[src/rtl/uart_pkg.sv]
// uart_pkg: state encoding and framing constants shared by the UART receiver and transmitter.
package uart_pkg;

  localparam int DATA_BITS            = 8;
  localparam int DEFAULT_CLKS_PER_BIT = 1250;  // 12 MHz / 9600 baud

  typedef enum logic [2:0] {
    IDLE,
    START,
    DATA,
    PARITY,
    STOP
  } uart_state_e;

endpackage

[src/rtl/uart_rx_sampler_if.sv]
// uart_rx_sampler_if: serial line towards the receiver plus received byte and status strobes.
// Defining UART_RX_PARITY_EN adds the parity_err strobe.
interface uart_rx_sampler_if;
  import uart_pkg::*;

  logic                 rx;
  logic [DATA_BITS-1:0] rx_data;
  logic                 rx_valid;
  logic                 frame_err;
  logic                 busy;
`ifdef UART_RX_PARITY_EN
  logic                 parity_err;

  modport master (output rx, input rx_data, rx_valid, frame_err, busy, parity_err);
  modport slave  (input rx, output rx_data, rx_valid, frame_err, busy, parity_err);
`else
  modport master (output rx, input rx_data, rx_valid, frame_err, busy);
  modport slave  (input rx, output rx_data, rx_valid, frame_err, busy);
`endif

endinterface

[src/rtl/sync_ff.sv]
// sync_ff: N-stage synchronizer for an asynchronous level input; every stage resets to 1
// so an idle-high line or a released push-button never produces a spurious edge.
module sync_ff #(
  parameter int N = 2
) (
  input  logic clk,
  input  logic rst,
  input  logic d,
  output logic q
);

  logic [N-1:0] sync_reg;

  // Shift the raw input through the flop chain.
  always_ff @(posedge clk) begin
    if (rst) sync_reg <= '1;
    else     sync_reg <= {sync_reg[N-2:0], d};
  end

  assign q = sync_reg[N-1];

endmodule

[src/rtl/uart_rx_sampler.sv]
// uart_rx_sampler: 8N1 UART receiver, LSB first, idle-high line, mid-bit sampling.
// Optional even parity bit between data and stop when UART_RX_PARITY_EN is defined.
module uart_rx_sampler
  import uart_pkg::*;
#(
  parameter int CLKS_PER_BIT = DEFAULT_CLKS_PER_BIT,
  parameter int SYNC_STAGES  = 2
) (
  input logic              hwclk,
  input logic              rst,
  uart_rx_sampler_if.slave bus
);

  localparam int CNT_W = $clog2(CLKS_PER_BIT);
  // Start bit is checked half a bit in; later bits a full bit after the previous sample.
  localparam logic [CNT_W-1:0] HALF_LAST = CNT_W'(CLKS_PER_BIT / 2 - 1);
  localparam logic [CNT_W-1:0] BIT_LAST  = CNT_W'(CLKS_PER_BIT - 1);

  logic                 rx_s;
  logic                 rx_prev_reg;
  uart_state_e          state_reg, state_next;
  logic [CNT_W-1:0]     clk_cnt_reg;
  logic [2:0]           bit_idx_reg;
  logic [DATA_BITS-1:0] shift_reg;
  logic [DATA_BITS-1:0] rx_data_reg;
  logic                 rx_valid_reg, frame_err_reg, busy_reg;

  logic start_tick, bit_tick, cnt_clr, shift_en, stop_good, stop_bad, frame_ok;

  sync_ff #(.N(SYNC_STAGES)) u_sync (
    .clk (hwclk),
    .rst (rst),
    .d   (bus.rx),
    .q   (rx_s)
  );

  // State register.
  always_ff @(posedge hwclk) begin
    if (rst) state_reg <= IDLE;
    else     state_reg <= state_next;
  end

  // Next-state logic: edge detect, start-bit confirm, data/parity/stop bit walk.
  always_comb begin
    state_next = state_reg;
    case (state_reg)
      IDLE:   if (rx_prev_reg && !rx_s) state_next = START;
      START:  if (start_tick) state_next = rx_s ? IDLE : DATA;
`ifdef UART_RX_PARITY_EN
      DATA:   if (bit_tick && bit_idx_reg == 3'd7) state_next = PARITY;
`else
      DATA:   if (bit_tick && bit_idx_reg == 3'd7) state_next = STOP;
`endif
      PARITY: if (bit_tick) state_next = STOP;
      STOP:   if (bit_tick) state_next = IDLE;
      default: state_next = IDLE;
    endcase
  end

  // Output decode: sample points and the enables they produce.
  always_comb begin
    start_tick = (state_reg == START) && (clk_cnt_reg == HALF_LAST);
    bit_tick   = (state_reg inside {DATA, PARITY, STOP}) && (clk_cnt_reg == BIT_LAST);
    cnt_clr    = (state_reg == IDLE) || start_tick || bit_tick;
    shift_en   = (state_reg == DATA) && bit_tick;
    stop_good  = (state_reg == STOP) && bit_tick && rx_s;
    stop_bad   = (state_reg == STOP) && bit_tick && !rx_s;
  end

`ifdef UART_RX_PARITY_EN
  logic parity_bit_reg, parity_err_reg, parity_bad;

  // Even parity: data bits plus parity bit must XOR to zero.
  assign parity_bad = ^{shift_reg, parity_bit_reg};
  assign frame_ok   = stop_good && !parity_bad;

  // Capture the parity bit and raise parity_err only when the stop bit is good.
  always_ff @(posedge hwclk) begin
    if (rst) begin
      parity_bit_reg <= 1'b0;
      parity_err_reg <= 1'b0;
    end else begin
      if (state_reg == PARITY && bit_tick) parity_bit_reg <= rx_s;
      parity_err_reg <= stop_good && parity_bad;
    end
  end

  assign bus.parity_err = parity_err_reg;
`else
  assign frame_ok = stop_good;
`endif

  // Bit timing counter, bit index, and LSB-first shift register.
  always_ff @(posedge hwclk) begin
    if (rst) begin
      rx_prev_reg <= 1'b1;
      clk_cnt_reg <= '0;
      bit_idx_reg <= '0;
      shift_reg   <= '0;
    end else begin
      rx_prev_reg <= rx_s;
      clk_cnt_reg <= cnt_clr ? '0 : clk_cnt_reg + 1'b1;
      if (start_tick)    bit_idx_reg <= '0;
      else if (shift_en) bit_idx_reg <= bit_idx_reg + 3'd1;
      if (shift_en)      shift_reg   <= {rx_s, shift_reg[DATA_BITS-1:1]};
    end
  end

  // Registered outputs: one-cycle strobes, held byte, busy.
  always_ff @(posedge hwclk) begin
    if (rst) begin
      rx_data_reg   <= '0;
      rx_valid_reg  <= 1'b0;
      frame_err_reg <= 1'b0;
      busy_reg      <= 1'b0;
    end else begin
      rx_valid_reg  <= frame_ok;
      frame_err_reg <= stop_bad;
      busy_reg      <= (state_reg != IDLE);
      if (frame_ok) rx_data_reg <= shift_reg;
    end
  end

  assign bus.rx_data   = rx_data_reg;
  assign bus.rx_valid  = rx_valid_reg;
  assign bus.frame_err = frame_err_reg;
  assign bus.busy      = busy_reg;

endmodule

[src/flat_wrapper.sv]
// flat-port wrapper written by rule: the top's interface ports become plain ports
module uart_rx_sampler_flat import uart_pkg::*;
#(
  parameter int CLKS_PER_BIT = DEFAULT_CLKS_PER_BIT,
  parameter int SYNC_STAGES  = 2
)
  (hwclk, rst, bus_rx, bus_rx_data, bus_rx_valid, bus_frame_err, bus_busy);
  uart_rx_sampler_if bus_i ();
  input logic hwclk;
  input logic rst;
  input wire logic [$bits(bus_i.rx)-1:0] bus_rx;
  output wire logic [$bits(bus_i.rx_data)-1:0] bus_rx_data;
  output wire logic [$bits(bus_i.rx_valid)-1:0] bus_rx_valid;
  output wire logic [$bits(bus_i.frame_err)-1:0] bus_frame_err;
  output wire logic [$bits(bus_i.busy)-1:0] bus_busy;
  assign bus_i.rx = bus_rx;
  assign bus_rx_data = bus_i.rx_data;
  assign bus_rx_valid = bus_i.rx_valid;
  assign bus_frame_err = bus_i.frame_err;
  assign bus_busy = bus_i.busy;
  uart_rx_sampler #(.CLKS_PER_BIT(CLKS_PER_BIT), .SYNC_STAGES(SYNC_STAGES)) u_core (.hwclk(hwclk), .rst(rst), .bus(bus_i));
endmodule
[config.mk]
export PLATFORM = sky130hd
export DESIGN_NAME = uart_rx_sampler_flat
export DESIGN_NICKNAME = d
export VERILOG_FILES = /design/src/rtl/uart_pkg.sv /design/src/rtl/uart_rx_sampler_if.sv /design/src/rtl/sync_ff.sv /design/src/rtl/uart_rx_sampler.sv /design/src/flat_wrapper.sv
export SDC_FILE = /design/constraint.sdc
export NUM_CORES = 1
export LEC_CHECK = 0
export BUFFER_PORTS_ARGS = -buffer_cell sky130_fd_sc_hd__buf_4
export CAP_MARGIN = 20
export CORE_MARGIN = 1
export CORE_UTILIZATION = 40
export CTS_CLUSTER_SIZE = 40
export DETAILED_ROUTE_END_ITERATION = 10
export PLACE_DENSITY = 0.65
export SYNTH_ARGS = -nofsm -noshare
export SYNTH_HDL_FRONTEND = slang
export SYNTH_HIERARCHICAL = 1
export SYNTH_SLANG_ARGS = --single-unit
[constraint.sdc]
create_clock -name hwclk -period 2.35 [get_ports hwclk]
set_input_delay 0.705 -clock hwclk [delete_from_list [all_inputs] [get_ports hwclk]]
set_output_delay 0.705 -clock hwclk [all_outputs]
set_load 0.05 [all_outputs]
==> results.sh <==
export IMPL_yosysTopAreaCell="dfxtp_1"
export IMPL_crit_slowest_cell="nand4_1"
export IMPL_antenna_cells=0
export IMPL_synth_flop_cell="dfxtp_1"
export IMPL_async_flop_share_pct=0
export IMPL_p_clk_share_pct=41.1
export IMPL_grt_usage_pct=14.77
export IMPL_rsz0062_at_grt="no"
export IMPL_r2r_end="u_core/shift_reg[4]$_SDFFE_PP0P_"
export IMPL_insertion_delay_ps=280
export IMPL_placed_cells=236
export IMPL_synth_edf_count=0
export IMPL_fin_nets=201
export IMPL_grt_pass1_wl_um=4974
export IMPL_postCtsResizedCells=0
export IMPL_fin_worst_skew_ps=6.899
export IMPL_grt_pass1_vias=1103
export IMPL_setup_tns_ps=0
export IMPL_place_hpwl_um=2094
export IMPL_criticalPathCategory="reg2reg"
export IMPL_holdCritPathClass="reg2reg"
export IMPL_worst_slew_pin_slew_ps=767.5
export IMPL_cts_root_buf="clkbuf_8"
export IMPL_reg2regPathDepth=5
export IMPL_post_synth_top_count_cell="dfxtp_1"
export IMPL_synth_seq_cells=39
export IMPL_leakage_nw=0.7422
export IMPL_ys_warn_count=6
export IMPL_slowest_delay_ps=630
export IMPL_fin_crit_sh_pct=88.78
export IMPL_syn_inst=181
export IMPL_drt_total_wl_um=3038
export IMPL_start_kind="register"
export IMPL_numCtsBuffers=5
export IMPL_via_count=1241
export IMPL_power_share_sequential_pct=56.4
export IMPL_dieHeight_um=66.79
export IMPL_cp_cell_sequence="ha_1, and4bb_2, nand4_1, mux2i_1, nor2_1"
export IMPL_ant_nets=0
export IMPL_pwr_share_comb_pct=2.4
export IMPL_grt_start_max_net_pins=28
export IMPL_die_w_um=66.79
export IMPL_end_kind="register"
export IMPL_dieArea_mm2=0.004461
export IMPL_relSlewSlack_pct=48.68
export IMPL_dpl_instance_area_mm2=0.001800
export IMPL_antenna_found_initial=0
export IMPL_yosysTopAreaCellShare_pct=46.50
export IMPL_syn_nets=189
export IMPL_r2r_slack_ps=260
export IMPL_min_path_cells=1
export IMPL_vdd_drop_max_mv=0.2585
export IMPL_swShare_pct=20.78
export IMPL_p_per_area_mw_per_mm2=624.0
export IMPL_slew_violations=0
export IMPL_routedWlPerCell_um=12.45
export IMPL_yosys_cell_types_count=40
export IMPL_synthTopCellsByArea="dfxtp_1, mux2i_1, nor2_1, nand3_1, ha_1"
export IMPL_final_cell_area_mm2=0.001904
export IMPL_gr_total_overflow=0
export IMPL_post_cts_buffers=0
export IMPL_portBuffers=13
export IMPL_postSynthAreaPerCell_um2=9.277
export IMPL_vias_per_cell=5.086
export IMPL_hold_violations=0
export IMPL_ys_seq_area_share_pct=46.50
export IMPL_synthTopCellsByCount="dfxtp_1, nor2_1, nand3_1"
export IMPL_drive_above_1_share_pct=15.98
export IMPL_power_mw=1.188
export IMPL_min_delay_start="u_core/u_sync/sync_reg[0]$_SDFF_PP1_"
export IMPL_drv_cap=0
export IMPL_fin_crit_ps=2086
export IMPL_fmax_mhz=479.3
export IMPL_syn_area_mm2=0.001679
export IMPL_drtIter0Drc=51
export IMPL_drc=0
export IMPL_p_switching_uw=246.9
export IMPL_clk_path_buf_depth=2
export IMPL_crit_required_ps=2520
export IMPL_largest_reg_flops=11
export IMPL_core_area_mm2=0.004029
export IMPL_start_util_pct=41.68
export IMPL_setup_violations=0
export IMPL_timing_rr_start="u_core/clk_cnt_reg[0]$_SDFF_PP0_"
export IMPL_holdPathEnd="u_core/u_sync/sync_reg[1]$_SDFF_PP1_"
export IMPL_cts_tree="yes"
export IMPL_place_congestion=0.7882
export IMPL_htree_levels=2
export IMPL_clkTransAtPathRegs_ps=80
export IMPL_ios=14
export IMPL_area_growth_pct=13.41
export IMPL_fp_row_count=23
export IMPL_arrival_ps=2250
export IMPL_p_int_uw=941.4
export IMPL_critical_path_peak_fanout=11
export IMPL_status="finished clean"
export IMPL_holdBufCountCts=0
export IMPL_clkSinkCount=39
export IMPL_final_instance_count_excl_fill=244
export IMPL_drtPass1Iterations=4
-- through the flow --
stage / hold slack [ps] / setup WS, ps / util, %
floorplan: 383.2 / 697.7 / -
global placement: 394.5 / 386.9 / 44.69
detailed placement: 393.4 / 291.3 / 44.69
CTS: 414.0 / 283.7 / 47.27
global route: 432.9 / 102.4 / 47.27
finish: 410.7 / 263.7 / 47.27
-- cell families after synthesis --
group,share of synthesized area [%]
adder cells (fa/ha/maj),3.726
XOR/XNOR,5.216
multiplexers,6.558
flip-flops,46.50
buffers and inverters,4.322
AO/OA/AOI/OAI,10.43
AND/OR/NAND/NOR,23.25
-- per-layer routing --
metal	track usage (%)	wire (um)
met2	21.59	1267
met3	3.082	60
met4	6.383	31
met1	20.62	1678
met5	0	0
-- cell type report --
class                      count  area (um2)
sequential                    39       780.7
clock buffer                   7       96.34
timing repair buffer          14       105.1
inverter                       7       26.28
tap                           50       62.56
clock inverter                 1       7.507
multi-input combinational    126       825.8
fill                         384        2125
-- critical path, delay by kind of cell, from the launching register on --
kind                       cells  cell delay [ps]
and+or+nand+nor                3              990
DFF                            1              420
muxes                          1              380
adders and majority gates      1              180
-- worst max-delay path by stage --
stage                                                start                                to  slack [ps]  depth (start not counted)
final                     u_core/clk_cnt_reg[0]$_SDFF_PP0_  u_core/shift_reg[4]$_SDFFE_PP0P_         260                          5
after global routing      u_core/clk_cnt_reg[0]$_SDFF_PP0_  u_core/shift_reg[2]$_SDFFE_PP0P_         100                          5
after CTS                 u_core/clk_cnt_reg[0]$_SDFF_PP0_  u_core/shift_reg[4]$_SDFFE_PP0P_         280                          5
after detailed placement  u_core/clk_cnt_reg[0]$_SDFF_PP0_  u_core/shift_reg[5]$_SDFFE_PP0P_         290                          5
after global placement    u_core/clk_cnt_reg[0]$_SDFF_PP0_  u_core/shift_reg[3]$_SDFFE_PP0P_         390                          5
after floorplan           u_core/clk_cnt_reg[3]$_SDFF_PP0_  u_core/state_reg[0]$_SDFFE_PP0P_         700                          4
-- placed cells by master, fill, tap and decap left out, types with 4 or more instances in the layout --
cell and instances:
a21oi_1 11, buf_4 14, clkbuf_8 7, dfxtp_1 39, ha_1 5, inv_1 7
mux2i_1 11, nand2_1 6, nand3_1 13, nand4_1 4, nor2_1 26, nor3_1 4
o21ai_0 9, xnor2_1 5, xor2_1 5
-- power groups by stage --
stage | Sequential, mW | Clock, mW | Combinational [mW]
after floorplan | 0.684 | 0 | 0.0224
after global placement | 0.686 | 0 | 0.0289
after detailed placement | 0.686 | 0 | 0.0291
after CTS | 0.670 | 0.502 | 0.0291
after global routing | 0.671 | 0.526 | 0.0320
final | 0.671 | 0.489 | 0.0290
No activity file was read; power rests on OpenSTA's default activity.
